File: src/rtl/pipe_pkg.sv
// Shared types for the elastic pipeline stage register: occupancy state,
// its 2-bit encoding on the occupancy port, and the default counter width.
package pipe_pkg;

  typedef enum logic [1:0] {
    StEmpty = 2'd0,
    StOne   = 2'd1,
    StFull  = 2'd2
  } pipe_state_e;

  localparam logic [1:0] OccEmpty = 2'd0;
  localparam logic [1:0] OccOne   = 2'd1;
  localparam logic [1:0] OccFull  = 2'd2;

  localparam int unsigned CntWDefault = 16;

  function automatic logic [1:0] occupancy_of(pipe_state_e state);
    unique case (state)
      StEmpty: occupancy_of = OccEmpty;
      StOne:   occupancy_of = OccOne;
      StFull:  occupancy_of = OccFull;
      default: occupancy_of = OccEmpty;
    endcase
  endfunction

endpackage

File: src/rtl/pipe_sat_counter.sv
// Saturating up-counter with a synchronous clear that beats increment.
module pipe_sat_counter #(
  parameter int unsigned CNT_W = 16
) (
  input  logic             clk,
  input  logic             reset_n,
  input  logic             inc,
  input  logic             clr,
  output logic [CNT_W-1:0] cnt
);

  logic [CNT_W-1:0] cnt_q, cnt_d;

  always_comb begin
    cnt_d = cnt_q;
    if (clr) begin
      cnt_d = '0;
    end else if (inc && (cnt_q != {CNT_W{1'b1}})) begin
      cnt_d = cnt_q + CNT_W'(1);
    end
  end

  always_ff @(posedge clk or negedge reset_n) begin
    if (!reset_n) begin
      cnt_q <= '0;
    end else begin
      cnt_q <= cnt_d;
    end
  end

  assign cnt = cnt_q;

endmodule

File: src/rtl/pipe_stage_reg.sv
// Elastic inter-stage register: valid/ready handshake, two-entry skid buffer,
// synchronous flush, bubble-masked control and saturating stall/flush counters.
module pipe_stage_reg
  import pipe_pkg::*;
#(
  parameter int unsigned       DATA_W      = 128,
  parameter int unsigned       CTRL_W      = 16,
  parameter logic [CTRL_W-1:0] CTRL_BUBBLE = '0,
  parameter int unsigned       CNT_W       = CntWDefault
) (
  input  logic              clk,
  input  logic              reset_n,
  input  logic              in_valid,
  output logic              in_ready,
  input  logic [DATA_W-1:0] in_data,
  input  logic [CTRL_W-1:0] in_ctrl,
  output logic              out_valid,
  input  logic              out_ready,
  output logic [DATA_W-1:0] out_data,
  output logic [CTRL_W-1:0] out_ctrl,
  input  logic              flush,
  input  logic              stall,
  input  logic              clr_cnt,
  output logic [1:0]        occupancy,
  output logic [CNT_W-1:0]  stall_cnt,
  output logic [CNT_W-1:0]  flush_cnt
);

  pipe_state_e       state_q, state_d;
  logic [DATA_W-1:0] m_data_q, m_data_d;
  logic [CTRL_W-1:0] m_ctrl_q, m_ctrl_d;
  logic [DATA_W-1:0] s_data_q, s_data_d;
  logic [CTRL_W-1:0] s_ctrl_q, s_ctrl_d;

  logic in_fire;
  logic out_fire;
  logic stall_inc;
  logic flush_inc;

  // Handshake depends only on local state, flush and stall; never on out_ready.
  always_comb begin
    in_ready  = !flush && !stall && (state_q != StFull);
    out_valid = (state_q != StEmpty) && !flush && !stall;
    in_fire   = in_valid && in_ready;
    out_fire  = out_valid && out_ready;
  end

  always_comb begin
    state_d  = state_q;
    m_data_d = m_data_q;
    m_ctrl_d = m_ctrl_q;
    s_data_d = s_data_q;
    s_ctrl_d = s_ctrl_q;
    if (flush) begin
      state_d  = StEmpty;
      m_data_d = '0;
      m_ctrl_d = '0;
      s_data_d = '0;
      s_ctrl_d = '0;
    end else begin
      unique case (state_q)
        StEmpty: begin
          if (in_fire) begin
            state_d  = StOne;
            m_data_d = in_data;
            m_ctrl_d = in_ctrl;
          end
        end
        StOne: begin
          if (in_fire && out_fire) begin
            m_data_d = in_data;
            m_ctrl_d = in_ctrl;
          end else if (out_fire) begin
            state_d = StEmpty;
          end else if (in_fire) begin
            state_d  = StFull;
            s_data_d = in_data;
            s_ctrl_d = in_ctrl;
          end
        end
        StFull: begin
          if (out_fire) begin
            state_d  = StOne;
            m_data_d = s_data_q;
            m_ctrl_d = s_ctrl_q;
          end
        end
        default: state_d = StEmpty;
      endcase
    end
  end

  always_ff @(posedge clk or negedge reset_n) begin
    if (!reset_n) begin
      state_q  <= StEmpty;
      m_data_q <= '0;
      m_ctrl_q <= '0;
      s_data_q <= '0;
      s_ctrl_q <= '0;
    end else begin
      state_q  <= state_d;
      m_data_q <= m_data_d;
      m_ctrl_q <= m_ctrl_d;
      s_data_q <= s_data_d;
      s_ctrl_q <= s_ctrl_d;
    end
  end

  assign out_data  = m_data_q;
  assign out_ctrl  = out_valid ? m_ctrl_q : CTRL_BUBBLE;
  assign occupancy = occupancy_of(state_q);

  // Only cycles that actually hold or squash something are counted.
  assign stall_inc = stall && !flush && (state_q != StEmpty);
  assign flush_inc = flush && (state_q != StEmpty);

  pipe_sat_counter #(
    .CNT_W(CNT_W)
  ) u_stall_cnt (
    .clk    (clk),
    .reset_n(reset_n),
    .inc    (stall_inc),
    .clr    (clr_cnt),
    .cnt    (stall_cnt)
  );

  pipe_sat_counter #(
    .CNT_W(CNT_W)
  ) u_flush_cnt (
    .clk    (clk),
    .reset_n(reset_n),
    .inc    (flush_inc),
    .clr    (clr_cnt),
    .cnt    (flush_cnt)
  );

endmodule

File: config.mk
export PLATFORM = sky130hd
export DESIGN_NAME = pipe_stage_reg
export DESIGN_NICKNAME = d
export VERILOG_FILES = /design/src/rtl/pipe_pkg.sv /design/src/rtl/pipe_sat_counter.sv /design/src/rtl/pipe_stage_reg.sv
export SDC_FILE = /design/constraint.sdc
export NUM_CORES = 1
export LEC_CHECK = 0
export ABC_AREA = 1
export CORE_UTILIZATION = 40
export CTS_CLUSTER_SIZE = 16
export DETAILED_ROUTE_END_ITERATION = 12
export PLACE_DENSITY = 0.65
export SYNTH_ARGS = -nofsm -noshare
export SYNTH_HDL_FRONTEND = slang
export SYNTH_HIERARCHICAL = 1
export SYNTH_SLANG_ARGS = --single-unit
File: constraint.sdc
create_clock -name clk -period 2.2 [get_ports clk]
set_input_delay 0.66 -clock clk [delete_from_list [all_inputs] [get_ports clk]]
set_output_delay 0.66 -clock clk [all_outputs]
set_load 0.005 [all_outputs]
* Word level (Yosys, flattened, before mapping)
Cells that the tools add are included.
** Word-level totals
- Word-level logic and storage cells :: 76
- Flip-flop bits (word level) :: 322
- Output and inout bits :: 180
- Input port bits :: 151
** Cells by class
- Reductions and logical operators :: 24
- $add $sub $neg :: 2
- Equal/unequal tests :: 12
- Mux-type cells :: 31
** Operators by type and width (number)
- 2-to-1 mux 128 bit :: 8
- one-hot mux 128 bit (3 select lines) :: 1
- 2-to-1 mux 16 bit :: 13
- one-hot mux 16 bit (3 select lines) :: 1
- adder 16 x 1 -> 16 bit, second input constant :: 2
- inequality test 16 bit, second input constant :: 2
- logical AND 1 bit :: 12
- 2-to-1 mux 2 bit :: 6
- inequality test 3 bit, second input constant :: 4
- AND reduction 4 bit :: 3
- nonzero test 2 bit :: 5
- inequality test 2 bit, second input constant :: 3
- one-hot mux 2 bit (3 select lines) :: 1
- inequality test 4 bit, second input constant :: 1
- one-hot mux 2 bit (2 select lines) :: 1
- nonzero test 4 bit :: 1
- == test 2 x 1 -> 1 bit, second input constant :: 1
- == test 2 bit, second input constant :: 1
- zero test 1 bit :: 2
- zero test 2 bit :: 1

* Longest topological paths before layout
- Depth in word-level cells :: 9
- Mapped depth :: 12
- Gate-level depth less buffers :: 9

* Modules after synthesis
Netlist, hierarchy kept.
** By module, submodules not included
- pipe_stage_reg :: area an instance 13396.6 um2, instances 1, cells an instance 1783
- pipe_sat_counter :: area an instance 1037.2 um2, instances 2, cells an instance 144

* Least setup slack after synthesis
No wires, ideal clock.
- Kind :: input -> output
- Start :: in flush
- End :: out out_ctrl[10]
- Setup slack :: 279 ps
- Stages :: 4
- Buffers on the path :: 1
- Arrival time :: 1261 ps
- Path through :: nor2_4 -> nand2_1 -> clkbuf_1 -> nor2_1
** On the way
- Cells in the longest elaborated chain, start to end :: 4
** Ends and longest elaborated chain
- start: declaration :: line pipe_stage_reg.sv:21 : input logic flush,
- zero test 1 bit :: line pipe_stage_reg.sv:43 : out_valid = (state_q != StEmpty) && !flush && !stall;
- logical AND 1 bit (2 in series) :: line pipe_stage_reg.sv:43
- 2-to-1 mux 16 bit :: line pipe_stage_reg.sv:110 : assign out_ctrl = out_valid ? m_ctrl_q : CTRL_BUBBLE;
- end: declaration :: line pipe_stage_reg.sv:20 : output logic [CTRL_W-1:0] out_ctrl,
No other way between the ends.

* Worst setup path in the final report
- Start :: reg state_q[0]
- End :: out out_ctrl[3]
** On the way
- Cells in the longest elaborated chain, start to end :: 4
** Ends and longest elaborated chain
- start: declaration :: line pipe_stage_reg.sv:29 : pipe_state_e state_q, state_d;
- start signal: assignment :: line pipe_stage_reg.sv:95 : state_q <= StEmpty;
- start signal: assignment :: line pipe_stage_reg.sv:101 : state_q <= state_d;
- nonzero test 2 bit :: line pipe_stage_reg.sv:43
- logical AND 1 bit (2 in series) :: line pipe_stage_reg.sv:43
- 2-to-1 mux 16 bit :: line pipe_stage_reg.sv:110
No other way between the ends.

==> results.toml <==
[outcome]
status = "finished, violations left"
violations = "negative setup slack"

[clocking]
clock_latency_ns = 0.55
max-clock-path-buffers = 3
cts_tree = "yes"
clk_pin_slew_ns = 0.06
cts_inserted_buffers = 39
clk_root_buffer_cell = "clkbuf_16"
cts.sinks = 322
h-tree-depth = 2

[die]
coreArea_sq_um = 37800
rows = 71
fp.dieW_um = 199
dieArea_sq_um = 39500
die_h_um = 199
initial_core_util_pct = 40.9
io-pin-count = 331

[setup_path]
critPathTopFamily = "buffers and inverters"
worstSetupPathType = "flip-flop to output port"
slowest_stage = "dfrtp_1"
critPathBufInv = 4
crit_chain = "inv_2 > nand2_4 > nand2_4 > buf_8 > buf_6 > nor2_1 > buf_2"
worstSetupEndpointType = "output port"
cp_data_arrival_time_ns = 1.56
cp.required_ns = 1.54
path_max_fanout = 5
worst_path_most_repeated_cell = "nand2_4"
cp-start-kind = "flip-flop"
max_stage_delay_ns = 0.37

[power_and_ir_drop]
power.static_leakage_nw = 10.7
power.density_nw_per_um2 = 836
netSwitchingPower_mw = 5.02
p_comb_share_pct = 22.3
swShare_pct = 28.5
p_seq_share_pct = 40.1
clkPwrFrac_pct = 37.6
ir_drop_mv = 0.540
finalPower_mw = 17.6
p_int_mw = 12.6

[synthesis]
synthAdderAreaFrac_pct = 0.162
synth_compound_gate_area_share_pct = 5.45
ys_warn_count = 6
ys_seq_area_share_pct = 52.1
synthSimpleGateAreaFrac_pct = 36.1
synth_mux_area_share_pct = 0
ys_ff_latch = 322
synth_cell_types = 29
syn_area_sq_um = 15500
synth_top_family_by_area = "simple AND/OR/NAND/NOR gates"
synth_xor_area_share_pct = 0.566
syn-num-nets = 2224
syn-instance-count = 2071
postSynthAreaPerCell_sq_um = 7.47

[finish]
layout_commonest_cell = "nand2_1"
drive_above_1_share_pct = 9.36
postLayoutCoreUtil_pct = 55.7
synthToLayoutAreaGrowth_pct = 36.1
seq_area_sq_um = 8080
fin_nets = 2551
fin_cells = 2938
fin_area_sq_um = 21100
multi_input_area_sq_um = 6620
final_cell_mix = "1122 x nand2_1, 307 x dfrtp_1, 306 x clkdlybuf4s50_1, 173 x nand3_1, 144 x a21oi_1"
fill_cells = 3482

[timing]
fin_setup_tns_ns = -0.167
whs_ns = 0.467
rsz0062_at_grt = "true"
fin_crit_sh_pct = 101
setup-violations-final = 10
fmax_ghz = 0.450
drv_slew = 0
timing.final.ws_setup_ns = -0.0221
tightest_slew_ns = 1.02
finClkSkew_ns = 0.0125
min_period_ns = 2.22
hold_viol = 0
relSlewSlack_pct = 32.2

[routing]
drc = 0
final_antenna_net_count = 0
vias_per_cell = 5.05
dr.first_iter.drc_count = 1088
routedWlPerCell_um = 16.4
via_count = 14800
routed_wirelength_mm = 48.3
dr.pass1.iters = 6

[grt]
grt_max_degree = 117
grt_pass1_vias = 14300
overflow = 0
antenna_found_initial = 5
grt_usage_pct = 24.4
grt_pass1_wl_mm = 76.3

[placement]
dp_cells = 2831
place_area_sq_um = 19400
hpwl_mm = 29.8
post-place-ws_ns = -0.576
io_buffers = 330
place.gp.congestion = 0.847

[min_path]
hp-class = "flip-flop to flip-flop"

[job]
drv_cap = 0
-- power by group through the flow --
stage	logic (mW)	registers (mW)	clock network, mW
2_1_floorplan	1.59	7.10	0
3_3_place_gp	3.80	7.14	0
3_5_place_dp	3.83	7.15	0
4_1_cts	3.89	7.06	6.78
5_1_grt	4.30	7.14	7.01
6_report	3.93	7.06	6.62
-- logic make-up (layout without fill, tap and decap cells) --
logic type	count (synthesis)	count (layout)
flops	322	322
xor+xnor	10	10
fa+ha+maj	2	2
other cells	0	3
simple gates	1391	1391
buf+inv	184	537
compound gates	162	162
-- cell type report --
cell class                      count  share of cell area [%]
Antenna cell                        3                  0.0356
Clock buffer                       60                    5.73
Clock inverter                      7                   0.564
Inverter                           53                    1.00
Multi-Input combinational cell   1565                    31.4
Sequential cell                   322                    38.3
Tap cell                          511                    3.04
Timing Repair Buffer              417                    19.9
-- cell usage after synthesis (all sizes together) --
master  count  area [sq um]
xnor2       4          35.0
or2         2          12.5
nor2       59           269
dfrtp     322          8060
ha          2          25.0
buf        89           507
xor2        6          52.6
inv        53           204
o21ai      14          92.6
nor3        2          10.0
clkbuf     42           158
nand3     174           876
nand4      18           113
a21oi     144           721
o21bai      4          30.0
nand2    1136          4310
-- final timing paths --
path	start	to	slack (ns)	cells past startpoint
max	state_q[0]$_DFFE_PN0P_	out_ctrl[3]	-0.02	7
min	s_data_q[127]$_DFFE_PN0P_	s_data_q[127]$_DFFE_PN0P_	0.47	2
max reg2reg	state_q[0]$_DFFE_PN0P_	out_data[86]$_DFFE_PN0P_	0.11	12
min reg2reg	s_data_q[127]$_DFFE_PN0P_	s_data_q[127]$_DFFE_PN0P_	0.47	2
max in group asynchronous	reset_n	m_ctrl_q[2]$_DFFE_PN0P_	0.91	3
min in group asynchronous	reset_n	s_data_q[92]$_DFFE_PN0P_	0.58	2
-- worst min-delay path, delay by kind of cell, from the launching register on --
family        cells  cell delay [ns]
flops             1             0.34
simple gates      2             0.10
-- sequential cells by signal (all words and copies together), names as in the netlist --
signal           flops
m_ctrl_q            16
out_data           128
s_ctrl_q            16
s_data_q           128
state_q              2
u_flush_cnt/cnt     16
u_stall_cnt/cnt     16
-- metal layers --
metal | up-vias | global-route usage [%] | routed length [um]
met5 | - | 0 | 31
met4 | 4 | 8.80 | 1460
met3 | 87 | 5.56 | 3730
li1 | 7137 | - | -
met1 | 7053 | 32.6 | 20800
met2 | 543 | 38.6 | 22200
-- what timing repair did --
| item | 4_1_cts | 5_1_grt |
|---|---|---|
| pin swaps | 3 | 0 |
| buffers inserted | 15 | 20 |
| hold endpoints to repair | 28 | 0 |
| setup endpoints to repair | 40 | 164 |
| hold buffers | 1 | 0 |
| gates resized for setup | 100 | 22 |
| gates cloned | 0 | 1 |
No activity file was read; power rests on OpenSTA's default activity.
